**src/rtl/int_controller.sv**
```systemverilog
// int_controller
// ----------------------------------------------------------------------------
// Interrupt controller between raw external request lines and the core FSM.
// Each request line is synchronised, rising-edge detected and latched as
// pending. Pending and enabled sources are arbitrated by fixed priority
// (index 0 highest). A single source is tracked in service through a
// take/complete handshake, so external interrupts never nest. A separate
// software-interrupt pending flag is also kept here.
//
// Ports:
//   clk           core clock, all state changes on its rising edge
//   reset         asynchronous active-high reset, clears all state
//   irq           raw request lines (asynchronous), rising edge requests service
//   enable_we     write strobe for the enable mask
//   enable_wdata  new enable mask
//   sw_set        set software-interrupt pending (wins over sw_clear)
//   sw_clear      clear software-interrupt pending
//   take_int      core committed to the external interrupt (1-cycle pulse)
//   complete      handler finished (1-cycle pulse)
//   complete_id   id being completed
//   ext_int       an enabled external interrupt awaits service
//   sw_int        software interrupt pending
//   busy          a source is in service
//   claim_id      id of the in-service source (meaningful while busy)
//   pending       raw pending bits for CSR readback
//   enable        current enable mask
// ----------------------------------------------------------------------------
module int_controller #(
   parameter int NUM_SOURCES = 4,
   parameter int ID_BITS     = $clog2(NUM_SOURCES)
) (
   input  logic                   clk,
   input  logic                   reset,
   input  logic [NUM_SOURCES-1:0] irq,
   input  logic                   enable_we,
   input  logic [NUM_SOURCES-1:0] enable_wdata,
   input  logic                   sw_set,
   input  logic                   sw_clear,
   input  logic                   take_int,
   input  logic                   complete,
   input  logic [ID_BITS-1:0]     complete_id,
   output logic                   ext_int,
   output logic                   sw_int,
   output logic                   busy,
   output logic [ID_BITS-1:0]     claim_id,
   output logic [NUM_SOURCES-1:0] pending,
   output logic [NUM_SOURCES-1:0] enable
);

   typedef enum logic {
      IDLE       = 1'b0,
      IN_SERVICE = 1'b1
   } state_t;

   logic [NUM_SOURCES-1:0] s1_r;
   logic [NUM_SOURCES-1:0] s2_r;
   logic [NUM_SOURCES-1:0] h_r;
   logic [NUM_SOURCES-1:0] pending_r;
   logic [NUM_SOURCES-1:0] enable_r;
   logic [ID_BITS-1:0]     claim_id_r;
   logic                   sw_pending_r;
   state_t                 state_r;

   logic [NUM_SOURCES-1:0] edge_s;
   logic [NUM_SOURCES-1:0] req_s;
   logic [NUM_SOURCES-1:0] claim_hit_s;
   logic [ID_BITS-1:0]     sel_id_s;
   logic [ID_BITS-1:0]     claim_id_nxt_s;
   logic                   ext_int_s;
   state_t                 state_nxt_s;

   assign edge_s    = s2_r & ~h_r;
   assign req_s     = pending_r & enable_r;
   // Built from registered state only, so the FSM sees a glitch-free level.
   assign ext_int_s = (|req_s) & (state_r == IDLE);

   // Synchroniser and edge-history flops for the raw request lines.
   always_ff @(posedge clk or posedge reset) begin
      if (reset) begin
         s1_r <= '0;
         s2_r <= '0;
         h_r  <= '0;
      end else begin
         s1_r <= irq;
         s2_r <= s1_r;
         h_r  <= s2_r;
      end
   end

   // Pending latch: a fresh edge wins over a same-cycle claim clear.
   always_ff @(posedge clk or posedge reset) begin
      if (reset) begin
         pending_r <= '0;
      end else begin
         pending_r <= edge_s | (pending_r & ~claim_hit_s);
      end
   end

   // Enable mask register.
   always_ff @(posedge clk or posedge reset) begin
      if (reset) begin
         enable_r <= '0;
      end else if (enable_we) begin
         enable_r <= enable_wdata;
      end else begin
         enable_r <= enable_r;
      end
   end

   // Software-interrupt pending flag; set has priority over clear.
   always_ff @(posedge clk or posedge reset) begin
      if (reset) begin
         sw_pending_r <= 1'b0;
      end else if (sw_set) begin
         sw_pending_r <= 1'b1;
      end else if (sw_clear) begin
         sw_pending_r <= 1'b0;
      end else begin
         sw_pending_r <= sw_pending_r;
      end
   end

   // Fixed-priority select: scan downward so the lowest set index ends up chosen.
   always_comb begin
      sel_id_s = '0;
      for (int i = NUM_SOURCES - 1; i >= 0; i--) begin
         if (req_s[i]) begin
            sel_id_s = ID_BITS'(i);
         end else begin
            sel_id_s = sel_id_s;
         end
      end
   end

   // Service FSM state and claim register.
   always_ff @(posedge clk or posedge reset) begin
      if (reset) begin
         state_r    <= IDLE;
         claim_id_r <= '0;
      end else begin
         state_r    <= state_nxt_s;
         claim_id_r <= claim_id_nxt_s;
      end
   end

   // Service FSM next state, claim capture and pending clear on take.
   always_comb begin
      state_nxt_s    = state_r;
      claim_id_nxt_s = claim_id_r;
      claim_hit_s    = '0;
      case (state_r)
         IDLE: begin
            // ext_int_s already implies IDLE; a take without it is ignored.
            if (take_int && ext_int_s) begin
               state_nxt_s    = IN_SERVICE;
               claim_id_nxt_s = sel_id_s;
               claim_hit_s    = {{(NUM_SOURCES-1){1'b0}}, 1'b1} << sel_id_s;
            end else begin
               state_nxt_s = IDLE;
            end
         end
         IN_SERVICE: begin
            // A take in the same cycle is dropped since ext_int_s is low here.
            if (complete && (complete_id == claim_id_r)) begin
               state_nxt_s = IDLE;
            end else begin
               state_nxt_s = IN_SERVICE;
            end
         end
         default: begin
            state_nxt_s = IDLE;
         end
      endcase
   end

   assign ext_int  = ext_int_s;
   assign sw_int   = sw_pending_r;
   assign busy     = (state_r == IN_SERVICE);
   assign claim_id = claim_id_r;
   assign pending  = pending_r;
   assign enable   = enable_r;

endmodule
```
**config.mk**
```make
export PLATFORM = sky130hd
export DESIGN_NAME = int_controller
export DESIGN_NICKNAME = d
export VERILOG_FILES = /design/src/rtl/int_controller.sv
export SDC_FILE = /design/constraint.sdc
export NUM_CORES = 1
export LEC_CHECK = 0
export CORE_MARGIN = 10
export CORE_UTILIZATION = 30
export CTS_CLUSTER_SIZE = 25
export DETAILED_ROUTE_END_ITERATION = 8
export DONT_BUFFER_PORTS = 1
export GPL_TIMING_DRIVEN = 0
export PLACE_DENSITY = 0.49
export SYNTH_ARGS = -nofsm -noshare
export SYNTH_HDL_FRONTEND = slang
export SYNTH_SLANG_ARGS = --single-unit
```
**constraint.sdc**
```tcl
create_clock -name clk -period 2.6 [get_ports clk]
set_clock_uncertainty 0.1 [all_clocks]
set_input_delay 0.39 -clock clk [delete_from_list [all_inputs] [get_ports clk]]
set_output_delay 0.39 -clock clk [all_outputs]
set_load 0.02 [all_outputs]
```
Yosys cells after proc, flatten, opt, wreduce, memory -nomap -nowiden
Cells that the tools add are included.
{ "op_classes": {"n_eq_ne": 1, "shift": 1, "n_mux": 11, "bitwise_logic": 8, "reduce_logical": 5} }
{ "ops": {"columns": ["cell", "n"], "rows": [
  ["4-bit bitwise AND", 3],
  ["2-bit 2-to-1 mux", 4],
  ["4-bit 2-to-1 mux", 2],
  ["4-bit inverter", 2],
  ["1-bit 2-to-1 mux", 4],
  ["4-bit OR", 1],
  ["4-bit OR reduction", 1],
  ["1-bit by 2-bit << shifter with 4-bit output (first input constant)", 1],
  ["2-bit equality test", 1],
  ["1-bit logical AND", 2],
  ["1-bit one-hot mux with 2 select lines", 1],
  ["2-bit AND reduction", 1],
  ["2-bit nonzero test", 1],
  ["1-bit bitwise AND", 1],
  ["1-bit inverter", 1]
]} }
{ "word_totals": {"reg_bits": 24, "in_bits": 17, "word_cells": 34} }

Longest topological paths before layout
Gate-level depths: netlist of the first run.
{ "logic_depth": {"ltp_word": 11, "mapped_depth": 4, "depth_no_buf": 3} }

Worst setup path before layout of the first run
OpenSTA, ideal clock, no wires.
{ "synth_path": {"path_kind": "flip-flop to output port", "start": "register enable_r[1] (netlist: enable[1])", "end": "output ext_int", "t_arrival_ps": 1035, "path_slack_ps": 1075, "stages_incl_launch_ff": 3, "path_cell_list": "dfrtp_1 > a22oi_2 > a21oi_1"} }
{ "synth_via": {"elab_chain_cells": 3} }
{ "synth_rtl": {"columns": ["element", "line", "rtl"], "rows": [
  ["start, declared", "59", "logic [NUM_SOURCES-1:0] enable_r;"],
  ["start signal, assigned", "104", "enable_r <= enable_wdata;"],
  ["start signal, assigned", "106", "enable_r <= enable_r;"],
  ["4-bit bitwise AND", "73", "assign req_s = pending_r & enable_r;"],
  ["4-bit OR reduction", "75", "assign ext_int_s = (|req_s) & (state_r == IDLE);"],
  ["1-bit bitwise AND", "75", null],
  ["end, declared", "42", "output logic ext_int,"]
]} }
No other way between the ends.

Worst setup path in the final report of the first run
Same ends and word-level chain as after synthesis.

==> metrics list, run 1 <==
- Area of the multi-input gates: 234.0 sq um
- In the final timing run, aggregate negative setup slack is 0 ps.
- After synthesis, the cell types taking the most area are dfrtp_1 (69%), mux2_2 (5.2%), a22o_1 (5.0%).
- The cell area that synthesis handed to floorplanning was 872.1 sq um.
* Total power of the final layout: 0.0009747 W
* Worst hold path class: in2async
- For this run, the leading register cell type out of synthesis is dfrtp_1.
- For this run, design rule violations remaining after detail routing come to 0.
- The initial antenna violation count came to 0.
* Number of nets with antenna violations after detailed routing: 0
- Global placer's final weighted congestion: 0.6649
* Area growth from synthesis to layout: 15.06%
* Yosys warning count: 0
- Sw Ratio: 31.57%
- Adder-Cell Fraction of Synth Area: 0%
- Sequential element share of the synthesized area: 68.87%
- After clock tree synthesis, the clock-pin slew on the worst setup and hold paths is 130 ps.
- Measured along the x axis, the die boundary spans 73.92 um.
* Leakage power total: 0.4516 nW
- Mux share of post-synthesis cell area: 5.165%
- Max-cap violations in this run came to 0.
- Final Hold Violating Endpoints: 0
* Share of cells above drive strength 1: 17.14%
- In this run the number of H-tree levels came out at 1.
* Instance count of the mapped netlist: 62
- The analysis attributes to net switching a power of 0.0003078 W.
- Fill cells in the final layout number 281.
- Congestion Overflow GR: 0
* Iteration-0 DRC Markers: 18
- Global routing used 6.900% of the available tracks.
- Type of the worst setup path: reg2out
- For this design the top-level I/O count stands at 30.
* Area of all placed cells without fillers: 1003 sq um
- Along the worst path, the maximum fanout reaches 5.
- The core region is 2758 sq um.
* Final critical delay including setup and external delays: 2032 ps
- Reg2Reg Depth: 3
* Yosys top cell area share: 68.87%
* Timing-limited maximum frequency: 492.2 MHz
- Clock Sink Count: 24
* Count of endpoints failing setup in the final report: 0
* Number of enable flip-flop cells after synthesis: 0
- 0 antenna diodes ended up in the layout.
- In this run, CTS created clock tree buffers numbering 3.
- Headroom to the max-slew limit came out at 41.53%.
- For the pin with the worst max-slew slack, the measured transition is 876.0 ps.
* Cells resized by post-CTS repair: 0
- Synthesized net count: 79
- Setup Fix Bufs, Post-CTS: 0
- I/O Buffers: 0
- Floorplan die height: 73.92 um
- Site row count: 19
- Main combinational cell family by area after synthesis: compound AO/OA/AOI/OAI gates
* Largest net degree at the start of global routing: 25
- Sequential cells account for 56.8% of the total power.
* Clock power share: 27.4%
- At the worst endpoint, the required time is 2110 ps.
- Syn Area/Cell: 14.07 sq um
* # nets final: 88
- The floorplan step defined a die boundary enclosing 5463 sq um.
- Placed wire-length estimate: 1.266 mm
* Final Max Slew Viols: 0
- At the worst endpoint, the arrival time is 1540 ps.
* Run status: finished, final reports clean
* Clock tree root buffer cell: clkbuf_4
- In this run, post-CTS hold repair placed 4 buffers.
* Clock tree from TritonCTS: built
* Post-Place Cell Area: 910.9 sq um
- Finished Layout Cells: 101
- After detailed routing, the number of vias per cell comes to 4.931.
- Total placed cells including tap cells: 93
- The startpoint identified for the worst register-to-register timing path is pending[1].
- Power Internal: 0.0006669 W
- Routed len/inst: 16.49 um
- The first detailed-routing pass took 3 iterations.
- Compound-cell area share of the yosys netlist: 13.34%
- After synthesis, the netlist uses 17 different library cells.
- Final cycle utilization of the critical path: 78.15%
* Deepest clock path buffer count: 2
- Summing the areas of all xor and xnor instances in the mapped netlist gives 2.009% of the synthesized area.
- Kind of end point of the critical path: primary output
* Wire length reported by the detailed router: 1.665 mm
* RSZ-0062 raised after global routing: no
- Cell type with the highest aggregate area in the netlist: dfrtp_1
- Crit path launch: enable[1]
* Relative contribution of combinational cells to total power: 15.8%
- The later pin in the worst-skew pair is clocked with a latency of 310 ps.
- After Yosys synthesis, and, or, nand and nor cells account for 6.313% of the synthesized area.
* Count of vias placed by the detailed router: 498
* Number of global-route vias before repair: 547
- Fraction of registers with async set or reset after synthesis: 100.0%
* Type of element launching the critical path: flop
- In the final layout, flip-flops and latches occupy 600.6 sq um.
- Dividing total power by cell area gives a power density of 971.4 nW/um^2.
* Synth Register Bits: 24
- First-pass GRT wire length: 2.849 mm
- Worst IR Drop VDD: 0.6883 mV
- Initial standard-cell utilization of the core: 31.62%
==> final timing paths <==
check	end	slack (ps)
worst max-delay path	ext_int	570
min in group clk	sw_int	60
worst max register to register	pending[3]	1190
worst min-delay path	s1_r[2]	30
max in group asynchronous	claim_id[0]	1840
worst min register to register	s2_r[2]	260
==> registers in the layout (all words and copies together) (netlist names) <==
signal    flops
busy          1
claim_id      2
enable        4
h_r           4
pending       4
s1_r          4
s2_r          4
sw_int        1
==> final cells by class <==
type                            instances  area share [%]
Clock inverter                          1           2.993
Timing Repair Buffer                    4           3.990
Inverter                                7           2.618
Multi-Input combinational cell         30           23.32
Sequential cell                        24           59.85
Tap cell                               31           3.865
Clock buffer                            3           2.244
Buffer                                  1           1.122
==> per-stage QoR <==
step	worst slack (ps)	utilization, %	hold slack [ps]
2_1_floorplan	1075	-	231.2
3_3_place_gp	927.0	33.03	233.7
3_5_place_dp	916.3	33.03	235.8
4_1_cts	536.6	36.39	47.98
5_1_grt	413.1	36.39	18.52
6_report	568.2	36.39	31.84
==> power groups by stage <==
stage	combinational, W	sequential, W	clock (W)
2_1_floorplan	0.000132	0.000541	0
3_3_place_gp	0.000149	0.000564	0
3_5_place_dp	0.000151	0.000566	0
4_1_cts	0.000158	0.000558	0.000277
5_1_grt	0.000175	0.000569	0.000299
6_report	0.000154	0.000554	0.000267
==> cell usage after synthesis (all sizes together) (2+ instances only) <==
master / count
a2bb2oi: 2
dfrtp: 24
a22o: 5
nand2: 5
nor2b: 2
nand3: 3
xnor2: 2
a22oi: 2
inv: 7
mux2: 4
==> routing by layer <==
layer / share of wire, % / vias up / global-route usage (%)
met5: 0 / - / 0
met4: 0.78 / 0 / 2.484
met3: 20 / 2 / 7.268
met2: 37 / 28 / 8.239
met1: 42 / 238 / 7.845
li1: - / 230 / -
==> cells in the final DEF (no fill, tap or decap), drive strengths merged <==
cell type,count
xnor2,2
mux2,4
a21o,1
a32o,1
a21oi,1
inv,7
nor2b,2
nand2,5
clkbuf,3
dlygate4sd3,4
a2bb2oi,2
a21boi,1
a22oi,2
a22o,5
buf,1
nand4,1
dfrtp,24
bufinv,1
nand3,3
==> critical path, cell delays in order (launching register included) <==
cell and delay, ps:
dfrtp_1 570, a22oi_2 190, a21oi_1 460
==> logic make-up (layout without fill, tap and decap cells) <==
family | after synthesis | count (layout)
buffers and inverters | 8 | 16
muxes | 4 | 4
xor gates and xnor gates | 2 | 2
DFF | 24 | 24
AOI/OAI and AO/OA | 13 | 13
and+or+nand+nor | 11 | 11
Power figures use the tool's default switching activity.
==> inputs of run 2 (changes only) <==
--- a/config.mk
+++ b/config.mk
@@ -11,7 +11,7 @@
 export DETAILED_ROUTE_END_ITERATION = 8
 export DONT_BUFFER_PORTS = 1
 export GPL_TIMING_DRIVEN = 0
-export PLACE_DENSITY = 0.49
+export PLACE_DENSITY = 0.5
 export SYNTH_ARGS = -nofsm -noshare
 export SYNTH_HDL_FRONTEND = slang
 export SYNTH_SLANG_ARGS = --single-unit
==> constraint.sdc (replaced) <==
create_clock -name clk -period 1.7 [get_ports clk]
set_clock_uncertainty 0.1 [all_clocks]
set_input_delay 0.255 -clock clk [delete_from_list [all_inputs] [get_ports clk]]
set_output_delay 0.255 -clock clk [all_outputs]
set_load 0.02 [all_outputs]
==> metrics list, run 2 (same netlist as run 1, synthesis figures left out) <==
- The flow ran to the end, and the final reports show no timing, DRC or antenna violations.
- The library cell used most frequently in the layout, excluding fill and tap cells, is dfrtp_1.
* Count of endpoints failing setup in the final report: 0
- The number of hold violations in the final report was 0.
- Clock tree from TritonCTS: built
- Iteration count of the initial detailed-routing pass: 4
- Antenna violations before repair: 0
* Routed len/inst: 15.79 um
- Relative slew slack: 39.68%
- Congestion Overflow GR: 0
- Summed over all cells, the static leakage comes to 0.5057 nW.
* Timing-limited maximum frequency: 617.6 MHz
* Type of the worst setup path: reg2out
- Die boundary width: 73.92 um
* Setup TNS after final layout: 0 ps
- The number of antenna diodes in the final layout is 0.
- Area growth from synthesis to layout: 31.85%
* Post-route DRC: 0
- Initial standard-cell utilization of the core: 31.62%
- RSZ-0062 raised after global routing: no
- H-Tree Depth: 1
* Max_cap viols: 0
- After floorplanning, the core was divided into 19 placement rows.
- Maximum net fanout on the critical path: 4
- I/O Buffers: 0
* Storage element area: 610.6 sq um
* Commonest cells after routing, fill and taps aside: dfrtp_1 (16), dlygate4sd3_1 (15), dfrtp_2 (8)
- Post-detailed-route via-to-cell ratio: 4.817
- Share of cells above drive strength 1: 28.57%
- Clock-pin slew was measured on the worst setup and hold paths at 130 ps.
- Number of nets with antenna violations after detailed routing: 0
- In this run the power density over the cells is 1360 nW/um^2.
* Type of element launching the critical path: flop
* CTS buffer count: 3
- The floorplan step defined a die boundary enclosing 5463 sq um.
- Wire length reported by the detailed router: 1.816 mm
- Global routing consumed, over all layers together, 6.902% of the routing resources.
- Placeable core region: 2758 sq um
* Total power of the final layout: 0.001564 W
* Iteration-0 DRC Markers: 14
- At the later pin of the worst-skew pair, clock insertion delay measures 310 ps.
* Number of fill cells in the layout: 250
* Number of global-route vias before repair: 590
* Final critical delay including setup and external delays: 1619 ps
* Worst IR Drop VDD: 0.9936 mV
* # nets final: 102
- Count of vias placed by the detailed router: 554
* Placed wire-length estimate: 1.251 mm
* Transition at the pin with the smallest max-transition slack: 903.8 ps
* Number of placed I/O pins: 30
- At the worst endpoint, the required time is 1340 ps.
- Floorplan die height: 73.92 um
- The root buffer cell chosen for the clock tree is clkbuf_4.
- Area of the multi-input gates: 237.7 sq um
- Clock Sink Count: 24
- Of the available clock period, the critical path in the final layout requires 95.24%.
- The worst hold path belongs to the class in2reg.
- Kind of end point of the critical path: primary output
- Deepest clock path buffer count: 2
* First-pass GRT wire length: 2.870 mm
- STA puts the critical path data arrival time at 1260 ps.
- The max-slew violation count is 0.
- Largest net degree at the start of global routing: 25
* Global placer's final weighted congestion: 0.7310
==> run 2: changes by cell type in the layout (fill, tap and decap cells not counted), sizes merged <==
cell	delta
buf	+3
dlygate4sd3	+11
==> run 2: cell type report <==
cell class | count | area share, %
clock inverter | 1 | 2.612
inverter | 7 | 2.285
clock buffer | 3 | 1.959
tap | 31 | 3.373
buffer | 1 | 0.9793
timing repair buffer | 18 | 15.02
multi-input combinational | 30 | 20.67
sequential | 24 | 53.10
==> run 2: report_power, final <==
group | total [W] | switching [W] | internal (W)
sequential | 0.000859 | 0.000199 | 0.000660
combinational | 0.000294 | 0.000121 | 0.000173
clock | 0.000411 | 0.000173 | 0.000238
total | 0.00156 | 0.000492 | 0.00107
==> run 2: final timing paths <==
kind	startpoint	to	slack, ps	cells past startpoint
min in group asynchronous	reset	s2_r[2]	460	2
worst max register to register	enable[2]	enable[2]	150	2
max in group asynchronous	reset	enable[1]	430	2
worst min-delay path	complete	busy	40	2
worst max-delay path	enable[3]	ext_int	80	2
worst min register to register	s1_r[1]	s2_r[1]	260	0
==> run 2: routing by layer <==
metal | global-route usage (%) | part of all wire [%] | up-vias | routed length (um)
li1 | - | - | 262 | -
met3 | 3.903 | 10 | 2 | 187
met5 | 0 | 0 | - | 0
met2 | 9.375 | 40 | 25 | 721
met4 | 2.484 | 0.88 | 0 | 16
met1 | 8.882 | 49 | 265 | 890
==> run 2: stage by stage <==
stage | utilization, % | hold slack (ps) | area (sq um) | instances | setup slack (ps)
after floorplan | - | 169.6 | 872.1 | 62 | 309.8
after global placement | 33.03 | 186.5 | 910.9 | 93 | 164.7
after detailed placement | 33.03 | 186.5 | 910.9 | 93 | 164.4
after CTS | 41.11 | 35.06 | 1134 | 113 | 7.682
after global routing | 41.70 | 66.33 | 1150 | 115 | 11.96
final | 41.70 | 42.10 | 1150 | 115 | 80.84
==> run 2: timing repair <==
item / in CTS / in global routing
hold endpoints to repair: 33 / 0
gates resized for setup: 8 / 1
gates cloned: 0 / 0
hold buffers: 15 / 0
pin swaps: 1 / 1
buffers inserted: 1 / 2
setup endpoints to repair: 1 / 1
==> run 2: worst max-delay path: stages, from the launching register on <==
cell and delay, ps:
dfrtp_2 510, a22oi_2 290, a21oi_2 150
==> inputs of run 3 (changes only) <==
--- a/config.mk
+++ b/config.mk
@@ -11,7 +11,7 @@
 export DETAILED_ROUTE_END_ITERATION = 8
 export DONT_BUFFER_PORTS = 1
 export GPL_TIMING_DRIVEN = 0
-export PLACE_DENSITY = 0.5
+export PLACE_DENSITY = 0.49
 export SYNTH_ARGS = -nofsm -noshare
 export SYNTH_HDL_FRONTEND = slang
 export SYNTH_SLANG_ARGS = --single-unit
==> constraint.sdc (replaced) <==
create_clock -name clk -period 1.58 [get_ports clk]
set_clock_uncertainty 0.1 [all_clocks]
set_input_delay 0.237 -clock clk [delete_from_list [all_inputs] [get_ports clk]]
set_output_delay 0.237 -clock clk [all_outputs]
set_load 0.02 [all_outputs]
==> metrics list, run 3 (same netlist as run 1, synthesis figures left out) <==
- Power Dens Cells: 1470 nW/um^2
* Number of global-route vias before repair: 604
- Slowest Stage Delay on Critical Path: 500 ps
* Clock latency on the worst-skew pair: 310 ps
* Placed wire-length estimate: 1.266 mm
- Antenna cell count: 0
- The routed layout has 555 vias.
* Max_cap viols: 0
- At the worst endpoint, the arrival time is 1260 ps.
- Die boundary width: 73.92 um
- STA classifies the critical path startpoint as a flop.
- Measured along the y axis, the die boundary spans 73.92 um.
- STA puts the critical path data required time at 1240 ps.
- Static timing analysis puts the maximum clock frequency at 625.4 MHz.
- For this design, the slowest cell found on the critical path is dfrtp_2.
- Maximum net fanout on the critical path: 4
- CP top delay family: flip-flops
* Crit path buf inv count: 0
* Area growth from synthesis to layout: 31.56%
- Number of placed I/O pins: 30
- Dividing the detail-routed via count by the number of cells gives 4.912.
- The finished layout holds 113 standard cells, fillers aside.
* First-pass GRT wire length: 3.111 mm
- The analysis attributes to cell leakage a power of 0.5065 nW.
- I/O Buffers: 0
* Final Hold Violating Endpoints: 0
* Share of cells above drive strength 1: 28.05%
- Site row count: 19
- The first detailed-routing pass ran for 2 iterations.
* Final critical delay including setup and external delays: 1599 ps
- Type of the worst setup path: reg2out
- Post-route DRC: 0
- Traced cell by cell, the critical path runs through a22oi_2 -> a21oi_4.
- The path class of the tightest hold or removal check is in2reg.
- Leaving out fill and tap cells, the most frequent cells in the layout are dfrtp_1 (16), dlygate4sd3_1 (14), dfrtp_2 (8).
* Clock Sink Count: 24
* Kind of end point of the critical path: primary output
- Global placer's final weighted congestion: 0.6649
- Antenna violations before repair: 0
* H-Tree Depth: 1
* Aggregate global-route resource usage: 7.448%
- Across all setup checks in the final design, the least slack found is -18.92 ps.
* DP Worst Slack: 49.30 ps
- The library cell used most frequently in the layout, excluding fill and tap cells, is dfrtp_1.
- The first routing iteration left 23 violations.
- The worst-case IR drop observed on VDD is 1.145 mV.
* CTS buffer count: 3
- Entering global routing, the biggest net connects 25 pins.
- Initial standard-cell utilization of the core: 31.62%
- Counting tap cells, the placed design contains a total of 93 instances.
- Deepest clock path buffer count: 2
* Routed len/inst: 16.03 um
- Headroom to the max-slew limit came out at 40.96%.
* Placeable core region: 2758 sq um
- Number of nets with antenna violations after detailed routing: 0
* Overall die area: 5463 sq um
- Setup violations remaining at the end of the flow were counted as 1.
* Run status: complete, but fails checks
- Of the available clock period, the critical path in the final layout requires 101.2%.
- Clock tree root buffer cell: clkbuf_4
* Area of all placed cells without fillers: 1147 sq um
* Number of fill cells in the layout: 264
* Transition at the pin with the smallest max-transition slack: 884.6 ps
- Violations in the final reports: negative setup slack
* Wire length reported by the detailed router: 1.811 mm
- Congestion Overflow GR: 0
* Post-Place Cell Area: 910.9 sq um
* Final Max Slew Viols: 0
* # nets final: 100
* Total power of the final layout: 0.001687 W
- RSZ-0062 raised after global routing: yes
* CTS clk-pin slew, worst paths: 130 ps
* Clock tree from TritonCTS: built
run 3: changes by cell type in the layout (fill, tap and decap cells not counted):
cell and change:
dlygate4sd3_1 -1, buf_4 -1, a21oi_4 +1, mux2_2 -2, mux2_4 +2, a21oi_2 -1
run 3: final timing paths:
check                      startpoint    endpoint  slack [ps]  depth (start not counted)
setup / recovery           pending[1]     ext_int         -20                          2
hold / removal               complete        busy          10                          2
setup reg to reg            enable[1]   enable[1]          30                          2
hold reg to reg               s1_r[1]     s2_r[1]         260                          0
max in group asynchronous       reset   enable[2]         350                          2
min in group asynchronous       reset  pending[3]         440                          2
run 3: what timing repair did:
| action | CTS | global route |
|---|---|---|
| endpoints found under the setup margin | 1 | 3 |
| resized for setup | 9 | 3 |
| gates cloned | 0 | 0 |
| hold buffers | 15 | 1 |
| pin swaps | 2 | 3 |
| hold endpoints to repair | 33 | 2 |
| setup buffers | 2 | 0 |
run 3: worst register-to-register path, cell delays in order, from the launching register on:
cell           delay, ps
dfrtp_2              510
mux2_2               280
dlygate4sd3_1        550
run 3: power by group:
part / total (W) / internal [W] / switching, W
Combinational: 0.000319 / 0.000185 / 0.000135
Sequential: 0.000927 / 0.000710 / 0.000217
Clock: 0.000441 / 0.000257 / 0.000184
Total: 0.00169 / 0.00115 / 0.000535
run 3: per-stage QoR:
step                      hold slack (ps)  setup TNS (ps)  util (%)
after floorplan                     151.6               0         -
after global placement              168.5               0     33.03
after detailed placement            168.5               0     33.03
after CTS                           8.818          -21.81     41.42
after global routing                3.909          -80.41     41.61
final                               12.08          -18.92     41.61
run 3: per-layer routing:
layer	GRT usage [%]	part of all wire, %	vias up
li1	-	-	254
met1	8.716	42	268
met2	9.564	41	29
met3	6.595	17	4
met4	2.484	0.83	0
met5	0	0	-
run 3: final cells by class:
type                    count  area [sq um]  area share, %
clock buffers               3         22.52          1.963
flip-flops and latches     24         610.6          53.22
plain buffers               1         11.26         0.9815
well taps                  31         38.79          3.381
inverters                   7         26.28          2.290
multi-input cells          30         252.7          22.03
repair buffers             16         155.1          13.52
clock inverters             1         30.03          2.617
